$ cat src/rtl/ar_modify_unit.sv
// ar_modify_unit -- auxiliary register address/modify unit.
//
// Decodes one instruction per cycle against the currently selected auxiliary
// register (AR0/AR1 chosen by arp). It produces a registered write-back to the
// AR file, a registered data-memory address and a registered BANZ branch
// condition. All outputs appear one cycle after the instruction.
//
// The value the unit works on is the selected AR. If last cycle's registered
// write targets that AR, its data is forwarded, because the external AR file
// has not caught up yet. This lets back-to-back instructions run without a
// stall.
//
// Optional build macro:
//   AR_WRAP9_EN  -- increment, decrement and BANZ act on bits [8:0] only and
//                   wrap modulo 512. Bits [W-1:9] pass through unchanged.
//                   When the macro is undefined, the arithmetic uses all W bits.
module ar_modify_unit #(
  parameter int W = 16
) (
  input  logic         clk,
  input  logic         reset,
  input  logic         instr_valid,
  input  logic [2:0]   op,
  input  logic [1:0]   mod,
  input  logic         nxt_arp_en,
  input  logic         nxt_arp,
  input  logic [7:0]   imm,
  input  logic [W-1:0] data_in,
  input  logic [W-1:0] ar_sel_val,
  output logic         arp,
  output logic         ar_wr_en,
  output logic         ar_wr_sel,
  output logic [W-1:0] ar_wr_data,
  output logic [7:0]   dm_addr,
  output logic         dm_addr_valid,
  output logic         banz_taken
);

  typedef enum logic [2:0] {
    OP_NOP  = 3'd0,
    OP_IND  = 3'd1,
    OP_LARK = 3'd2,
    OP_LAR  = 3'd3,
    OP_MAR  = 3'd4,
    OP_BANZ = 3'd5
  } op_e;

  localparam logic [1:0] MOD_INC = 2'b01;
  localparam logic [1:0] MOD_DEC = 2'b10;

  // Bits that take part in inc/dec/BANZ arithmetic. Bits outside the mask pass through.
`ifdef AR_WRAP9_EN
  localparam logic [W-1:0] ARITH_MASK = W'(9'h1FF);
`else
  localparam logic [W-1:0] ARITH_MASK = '1;
`endif

  // Add +1 or -1 inside the arithmetic field and keep every bit outside it.
  function automatic logic [W-1:0] step(input logic [W-1:0] val, input logic dec);
    logic [W-1:0] full;
    full = dec ? (val - W'(1)) : (val + W'(1));
    return (val & ~ARITH_MASK) | (full & ARITH_MASK);
  endfunction

  logic         arp_q, arp_d;
  logic         wr_en_q, wr_en_d;
  logic         wr_sel_q, wr_sel_d;
  logic [W-1:0] wr_data_q, wr_data_d;
  logic [7:0]   dm_addr_q, dm_addr_d;
  logic         dm_valid_q, dm_valid_d;
  logic         banz_q, banz_d;

  logic [W-1:0] eff_val;
  logic         is_instr;

  // Effective operand with forwarding, then decode and compute next-cycle outputs.
  always_comb begin
    // NOTE: every signal gets a default here first, so no path through the case can infer a latch.
    arp_d      = arp_q;
    wr_en_d    = 1'b0;
    wr_sel_d   = arp_q;
    wr_data_d  = '0;
    dm_addr_d  = '0;
    dm_valid_d = 1'b0;
    banz_d     = 1'b0;

    // The comparison uses arp_q, which is already the post-update pointer. A write
    // to the other AR (after an arp switch) is therefore not forwarded.
    eff_val  = (wr_en_q && (wr_sel_q == arp_q)) ? wr_data_q : ar_sel_val;
    is_instr = 1'b0;

    if (instr_valid) begin
      case (op)
        OP_IND: begin
          is_instr   = 1'b1;
          dm_addr_d  = eff_val[7:0];
          dm_valid_d = 1'b1;
          if (mod == MOD_INC || mod == MOD_DEC) begin
            wr_en_d   = 1'b1;
            wr_data_d = step(eff_val, mod == MOD_DEC);
          end
        end
        OP_LARK: begin
          is_instr  = 1'b1;
          wr_en_d   = 1'b1;
          wr_data_d = W'(imm);
        end
        OP_LAR: begin
          is_instr  = 1'b1;
          wr_en_d   = 1'b1;
          wr_data_d = data_in;
        end
        OP_MAR: begin
          is_instr = 1'b1;
          if (mod == MOD_INC || mod == MOD_DEC) begin
            wr_en_d   = 1'b1;
            wr_data_d = step(eff_val, mod == MOD_DEC);
          end
        end
        OP_BANZ: begin
          is_instr  = 1'b1;
          banz_d    = |(eff_val & ARITH_MASK);
          wr_en_d   = 1'b1;
          wr_data_d = step(eff_val, 1'b1);
        end
        default: is_instr = 1'b0;
      endcase
    end

    // The write target above was latched from the pre-update arp. Only the
    // pointer register itself moves here.
    if (is_instr && nxt_arp_en) begin
      arp_d = nxt_arp;
    end
  end

  // Output and pointer registers. Reset clears them, which also drops a pending write.
  always_ff @(posedge clk) begin
    // NOTE: sequential state uses non-blocking assignments only, so every register sees pre-edge values.
    if (reset) begin
      arp_q      <= 1'b0;
      wr_en_q    <= 1'b0;
      wr_sel_q   <= 1'b0;
      wr_data_q  <= '0;
      dm_addr_q  <= '0;
      dm_valid_q <= 1'b0;
      banz_q     <= 1'b0;
    end else begin
      arp_q      <= arp_d;
      wr_en_q    <= wr_en_d;
      wr_sel_q   <= wr_sel_d;
      wr_data_q  <= wr_data_d;
      dm_addr_q  <= dm_addr_d;
      dm_valid_q <= dm_valid_d;
      banz_q     <= banz_d;
    end
  end

  assign arp           = arp_q;
  assign ar_wr_en      = wr_en_q;
  assign ar_wr_sel     = wr_sel_q;
  assign ar_wr_data    = wr_data_q;
  assign dm_addr       = dm_addr_q;
  assign dm_addr_valid = dm_valid_q;
  assign banz_taken    = banz_q;

endmodule

$ cat config.mk
export PLATFORM = sky130hd
export DESIGN_NAME = ar_modify_unit
export DESIGN_NICKNAME = d
export VERILOG_FILES = /design/src/rtl/ar_modify_unit.sv
export SDC_FILE = /design/constraint.sdc
export NUM_CORES = 1
export LEC_CHECK = 0
export ABC_AREA = 1
export ABC_CLOCK_PERIOD_IN_PS = 5000
export CORE_UTILIZATION = 30
export DETAILED_ROUTE_END_ITERATION = 10
export GPL_TIMING_DRIVEN = 0
export PLACE_DENSITY = 0.56
export SYNTH_ARGS = -nofsm -noshare
export SYNTH_HDL_FRONTEND = slang
export SYNTH_SLANG_ARGS = --single-unit
$ cat constraint.sdc
create_clock -name clk -period 5 [get_ports clk]
set_clock_uncertainty 0.05 [all_clocks]
set_input_delay 1 -clock clk [delete_from_list [all_inputs] [get_ports clk]]
set_output_delay 1 -clock clk [all_outputs]
set_load 0.02 [all_outputs]
==> flow_metrics.env, run 1 <==
export IMPL_syn_instance_count=433
export IMPL_cts_sinks=29
export IMPL_p_int_mw=0.482
export IMPL_crit_type="input pin to register"
export IMPL_syn_nets=486
export IMPL_required_ns=5.17
export IMPL_post_cts_buffers=0
export IMPL_critPathMaxFanout=10
export IMPL_cts_root_buf="clkbuf_8"
export IMPL_dieArea_um2=9230
export IMPL_ios=79
export IMPL_setup_viol=0
export IMPL_start_util_pct=31.7
export IMPL_dpl_instance_area_um2=3570
export IMPL_grt_pass1_vias=2817
export IMPL_fin_crit_sh_pct=60.0
export IMPL_power_frac_clock_pct=34.1
export IMPL_portBuffers=78
export IMPL_fmax_mhz=333
export IMPL_finalHoldViolCount=0
export IMPL_layout_commonest_cell="nand2_1"
export IMPL_via_per_inst=4.78
export IMPL_power_mw=0.734
export IMPL_cts_resized_gates=0
export IMPL_fp_dieW_um=96.1
export IMPL_setup_tns_final_ns=0
export IMPL_antenna_found_initial=0
export IMPL_gp_congestion=0.883
export IMPL_power_switching_mw=0.252
export IMPL_ctsHoldBuffers=0
export IMPL_cp_data_arrival_time_ns=3.17
export IMPL_outcome="completed"
export IMPL_multiInputGateArea_um2=1770
export IMPL_p_leak_nw=1.65
export IMPL_syn_avg_cell_area_um2=6.13
export IMPL_rows=33
export IMPL_vdd_drop_max_mv=0.0833
export IMPL_antenna_cells=0
export IMPL_vias=2975
export IMPL_grt_max_degree=11
export IMPL_hold_ws_ns=0.477
export IMPL_htree_num_levels=2
export IMPL_layout_common_cells="nand2_1 (129), clkdlybuf4s50_1 (78), inv_1 (51), nand3_1 (51), nor2_1 (44)"
export IMPL_ys_warn_count=0
export IMPL_combPwrFrac_pct=32.8
export IMPL_period_minus_slack_ns=3.00
export IMPL_synth_top_area_share_pct=21.9
export IMPL_p_seq_share_pct=33.1
export IMPL_cts_buffers=5
export IMPL_fp_dieH_um=96.1
export IMPL_antenna_left=0
export IMPL_drcViolationCount=0
export IMPL_synth_top_cell_by_area="dfxtp_1"
export IMPL_ys_types=34
export IMPL_grt_overflow_total=0
export IMPL_worst_pin_slew_ns=0.722
export IMPL_wl_per_cell_um=14.7
export IMPL_clk_latency_ns=0.29
export IMPL_track_usage_pct=21.3
export IMPL_coreArea_um2=8380
export IMPL_cts_path_max_buffers=2
export IMPL_ys_ff_latch=29
export IMPL_end_kind="register"
export IMPL_synth_seq_area_share_pct=21.9
export IMPL_switching_share_pct=34.4
export IMPL_hold_class="register to register"
export IMPL_drtIter0Drc=188
export IMPL_final_area_um2=3670
export IMPL_critPathLaunchType="input pin"
export IMPL_synth_area_leaders="dfxtp_1 (22%), nand2_1 (18%), nand3_1 (9.6%)"
export IMPL_firstDrtPassIters=7
export IMPL_slew_headroom_pct=51.9
export IMPL_rsz0062_at_grt="no"
export IMPL_dp_hpwl_um=7080
export IMPL_netlist_area_um2=2660
export IMPL_drive_gt1_share_pct=12.9
export IMPL_fin_nets=571
export IMPL_n_fill_cell=898
export IMPL_drv_slew=0
export IMPL_ff2ff_setup_slack_ns=2.70
export IMPL_regArea_um2=581
export IMPL_drv_cap=0
export IMPL_p_per_area_nw_per_um2=200
export IMPL_clk_pin_slew_worst_paths_ns=0.07
export IMPL_drt_wl_total_um=9170
export IMPL_cts_tree="done"
export IMPL_area_growth_syn_to_layout_pct=38.3
export IMPL_grt_pass1_wl_um=14500
## metrics by stage
step / instances / setup WS [ns] / utilization [%]
6_report: 623 / 2.00 / 43.8
4_1_cts: 623 / 2.04 / 43.8
3_3_place_gp: 616 / 1.75 / 42.6
2_1_floorplan: 433 / 2.71 / -
5_1_grt: 623 / 1.87 / 43.8
3_5_place_dp: 616 / 1.73 / 42.6
## kinds of logic (layout without fill, tap and decap cells)
| family | Yosys count | after routing | synth area share, % |
|---|---|---|---|
| XOR/XNOR | 15 | 15 | 4.95 |
| flip-flops | 29 | 29 | 21.9 |
| buffers and inverters | 69 | 154 | 11.5 |
| AO/OA/AOI/OAI | 33 | 33 | 8.20 |
| AND/OR/NAND/NOR | 284 | 284 | 52.1 |
| adder cells (fa/ha/maj) | 3 | 3 | 1.41 |
## cells in the mapped netlist
cell type  instances
nand3b_1           6
nand4_1            9
dfxtp_1           29
buf_4              1
nor3_4             1
o211ai_1           4
o21ai_0            4
nor3_1             2
nor2_2             5
buf_2              4
clkbuf_1           2
a21oi_2            2
nand2_4            2
nor2_1            44
inv_2              6
xor2_1            15
o21a_1             1
a22oi_1            7
a21oi_1            6
nand2_1          129
buf_6              5
nand3_2            3
nand3_1           51
ha_1               3
nand2_2           22
a21boi_0           1
o221ai_1           2
nor2_8             1
o21ai_1            2
inv_1             51
nor2_4             6
or2_1              1
nand3_4            2
a31oi_1            4
## worst max-delay path: stages
cell,delay [ns]
clkdlybuf4s50_1,0.57
nand2_1,0.14
nor2_1,0.45
clkbuf_1,0.61
nand2_1,0.10
nand2_1,0.10
inv_1,0.04
a21oi_1,0.15
## power groups by stage
stage	clock network [mW]	registers (mW)	logic, mW
floorplan	0	0.256	0.138
global placement	0	0.248	0.237
detailed placement	0	0.248	0.239
CTS	0.253	0.243	0.241
global route	0.260	0.244	0.265
finish	0.250	0.243	0.240
## sequential cells by signal, indices dropped and copies added, names as in the netlist
| signal | count |
|---|---|
| ar_wr_data | 16 |
| dm_addr | 8 |
| ar_wr_en | 1 |
| ar_wr_sel | 1 |
| arp | 1 |
| banz_taken | 1 |
| dm_addr_valid | 1 |
## path summary, 6_finish.rpt
check,from,endpoint,cells past startpoint
worst max-delay path,op[1],ar_wr_data[8],8
worst min-delay path,arp,ar_wr_sel,2
worst min register to register,arp,ar_wr_sel,2
worst max register to register,ar_wr_en,ar_wr_data[10],12
## layer usage
layer	GRT usage (%)	vias up	share of wire [%]
met2	34.1	81	46
li1	-	1550	-
met3	3.16	11	4.1
met1	29.0	1333	49
met5	0	-	0
met4	7.09	0	1.8
## area by class of cell
type	instances	share of cell area, %
multi-input cells	335	48.2
repair buffers	78	21.3
flip-flops and latches	29	15.8
inverters	57	5.83
well taps	105	3.58
plain buffers	12	2.49
clock buffers	5	1.87
clock inverters	2	0.954
Note: power is estimated with default switching activity, not from simulation.
==> run 2, diff against run 1 <==
--- a/config.mk
+++ b/config.mk
@@ -6,11 +6,11 @@
 export NUM_CORES = 1
 export LEC_CHECK = 0
 export ABC_AREA = 1
-export ABC_CLOCK_PERIOD_IN_PS = 5000
+export ABC_CLOCK_PERIOD_IN_PS = 2700
 export CORE_UTILIZATION = 30
 export DETAILED_ROUTE_END_ITERATION = 10
 export GPL_TIMING_DRIVEN = 0
-export PLACE_DENSITY = 0.56
+export PLACE_DENSITY = 0.58
 export SYNTH_ARGS = -nofsm -noshare
 export SYNTH_HDL_FRONTEND = slang
 export SYNTH_SLANG_ARGS = --single-unit
==> constraint.sdc (replaced) <==
create_clock -name clk -period 2.7 [get_ports clk]
set_clock_uncertainty 0.05 [all_clocks]
set_input_delay 0.54 -clock clk [delete_from_list [all_inputs] [get_ports clk]]
set_output_delay 0.54 -clock clk [all_outputs]
set_load 0.02 [all_outputs]
==> run 2 against run 1 <==
Compared with the run above:
- largest power group is now sequential cells
- cell area is essentially flat
- critical path depth up 4
- first-iteration DRC count down 22%
- wire length decreased by 2.1%
- register-to-register slack worse by 2.3 ns
- core utilization hardly changed
- global-route usage decreased by 0.56 points
- sequential share of layout area about the same
- via count up 1.5%
- final cell count unchanged
- non-clock buffer count did not move
- power up 83%
==> flow_metrics.env, run 2 (synthesis gave the netlist of run 1 again) <==
export IMPL_outcome="completed"
export IMPL_drv_cap=0
export IMPL_n_fill_cell=871
export IMPL_vias=3020
export IMPL_critPathLaunchType="input pin"
export IMPL_hold_class="register to register"
export IMPL_cts_root_buf="clkbuf_8"
export IMPL_rows=33
export IMPL_crit_type="input pin to register"
export IMPL_post_cts_buffers=0
export IMPL_worst_slack_ns=0.330
export IMPL_cts_resized_gates=0
export IMPL_area_growth_syn_to_layout_pct=38.3
export IMPL_drcViolationCount=0
export IMPL_layout_commonest_cell="nand2_1"
export IMPL_worst_pin_slew_ns=0.664
export IMPL_cts_buffers=5
export IMPL_period_minus_slack_ns=2.37
export IMPL_fmax_mhz=422
export IMPL_vdd_drop_max_mv=0.149
export IMPL_multiInputGateArea_um2=1770
export IMPL_firstDrtPassIters=5
export IMPL_cts_tree="done"
export IMPL_regArea_um2=581
export IMPL_gp_congestion=0.885
export IMPL_dp_hpwl_um=7010
export IMPL_drtIter0Drc=146
export IMPL_rsz0062_at_grt="no"
export IMPL_end_kind="register"
export IMPL_coreArea_um2=8380
export IMPL_setup_viol=0
export IMPL_r2r_end="ar_wr_data[10]"
export IMPL_layout_common_cells="nand2_1 (129), clkdlybuf4s50_1 (78), inv_1 (51), nand3_1 (51), nor2_1 (44)"
export IMPL_via_per_inst=4.85
export IMPL_grt_pass1_vias=2763
export IMPL_portBuffers=78
export IMPL_wl_per_cell_um=14.4
export IMPL_grt_pass1_wl_um=14000
export IMPL_cts_sinks=29
export IMPL_rr_worst_depth=15
export IMPL_htree_num_levels=2
export IMPL_start_util_pct=31.7
export IMPL_clk_latency_ns=0.28
export IMPL_required_ns=2.85
export IMPL_cts_path_max_buffers=2
export IMPL_grt_max_degree=11
export IMPL_fp_dieH_um=96.1
export IMPL_ctsHoldBuffers=0
export IMPL_cp_endpoint="ar_wr_data[1]"
export IMPL_drv_slew=0
export IMPL_largest_reg_flops=16
export IMPL_antenna_cells=0
export IMPL_p_per_area_nw_per_um2=366
export IMPL_antenna_found_initial=0
export IMPL_fp_dieW_um=96.1
export IMPL_fin_nets=571
export IMPL_track_usage_pct=20.7
export IMPL_drive_gt1_share_pct=13.1
export IMPL_r2r_start="arp"
export IMPL_dieArea_um2=9230
export IMPL_drt_wl_total_um=8970
export IMPL_p_leak_nw=1.65
export IMPL_finalHoldViolCount=0
export IMPL_crit_start="op[0]"
export IMPL_grt_overflow_total=0
export IMPL_critPathMaxFanout=7
export IMPL_clk_pin_slew_worst_paths_ns=0.07
export IMPL_fin_crit_sh_pct=87.8
export IMPL_pre_cts_slack_ns=-0.165
export IMPL_ios=79
export IMPL_final_util_pct=43.8
export IMPL_antenna_left=0
export IMPL_ff2ff_setup_slack_ns=0.39
export IMPL_slew_headroom_pct=55.7
export IMPL_cp_data_arrival_time_ns=2.52
[run 2: cell counts in the layout (fill, tap and decap cells not counted)]
No cell type changed its count.
[run 2: worst min path at each step]
stage	from	endpoint	slack, ns	depth (start not counted)
detailed placement	arp	ar_wr_sel	0.46	2
global placement	arp	ar_wr_sel	0.45	2
CTS	arp	ar_wr_sel	0.47	2
global route	arp	ar_wr_sel	0.51	2
floorplan	arp	ar_wr_sel	0.52	2
finish	arp	ar_wr_sel	0.47	2
[run 2: stage by stage]
stage	hold slack, ns	instances	TNS (ns)	total power, mW	instance area (um2)
finish	0.473	623	0	1.34	3670
global route	0.512	623	0	1.42	3670
CTS	0.474	623	0	1.36	3670
detailed placement	0.461	616	-1.22	0.901	3570
global placement	0.454	616	-1.26	0.899	3570
floorplan	0.517	433	0	0.729	2660
[run 2: routing by layer]
layer,part of all wire (%),vias to the layer above,global-route usage [%]
met1,48,1368,28.2
met3,5.4,11,2.92
li1,-,1553,-
met2,45,88,33.2
met4,1.9,0,7.21
met5,0,-,0
[run 2: final cells by class]
type	count	area share, %
plain buffers	12	2.52
well taps	105	3.58
flip-flops and latches	29	15.8
multi-input cells	335	48.2
repair buffers	78	21.3
clock buffers	5	1.87
clock inverters	2	0.954
inverters	57	5.83
[run 2: worst max-delay path: stages]
cell	delay, ns
clkdlybuf4s50_1	0.49
inv_1	0.09
nor3_1	0.14
inv_1	0.07
nand2_1	0.06
inv_1	0.07
nor2_4	0.18
nand2_1	0.15
nand2_1	0.25
inv_2	0.12
or2_1	0.22
a31oi_1	0.14
[run 2: where the power goes]
group	switching (mW)	internal [mW]	leakage, nW
Sequential	0.00973	0.440	0.235
Combinational	0.261	0.183	1.36
Clock	0.181	0.268	0.0540
Total	0.452	0.892	1.65
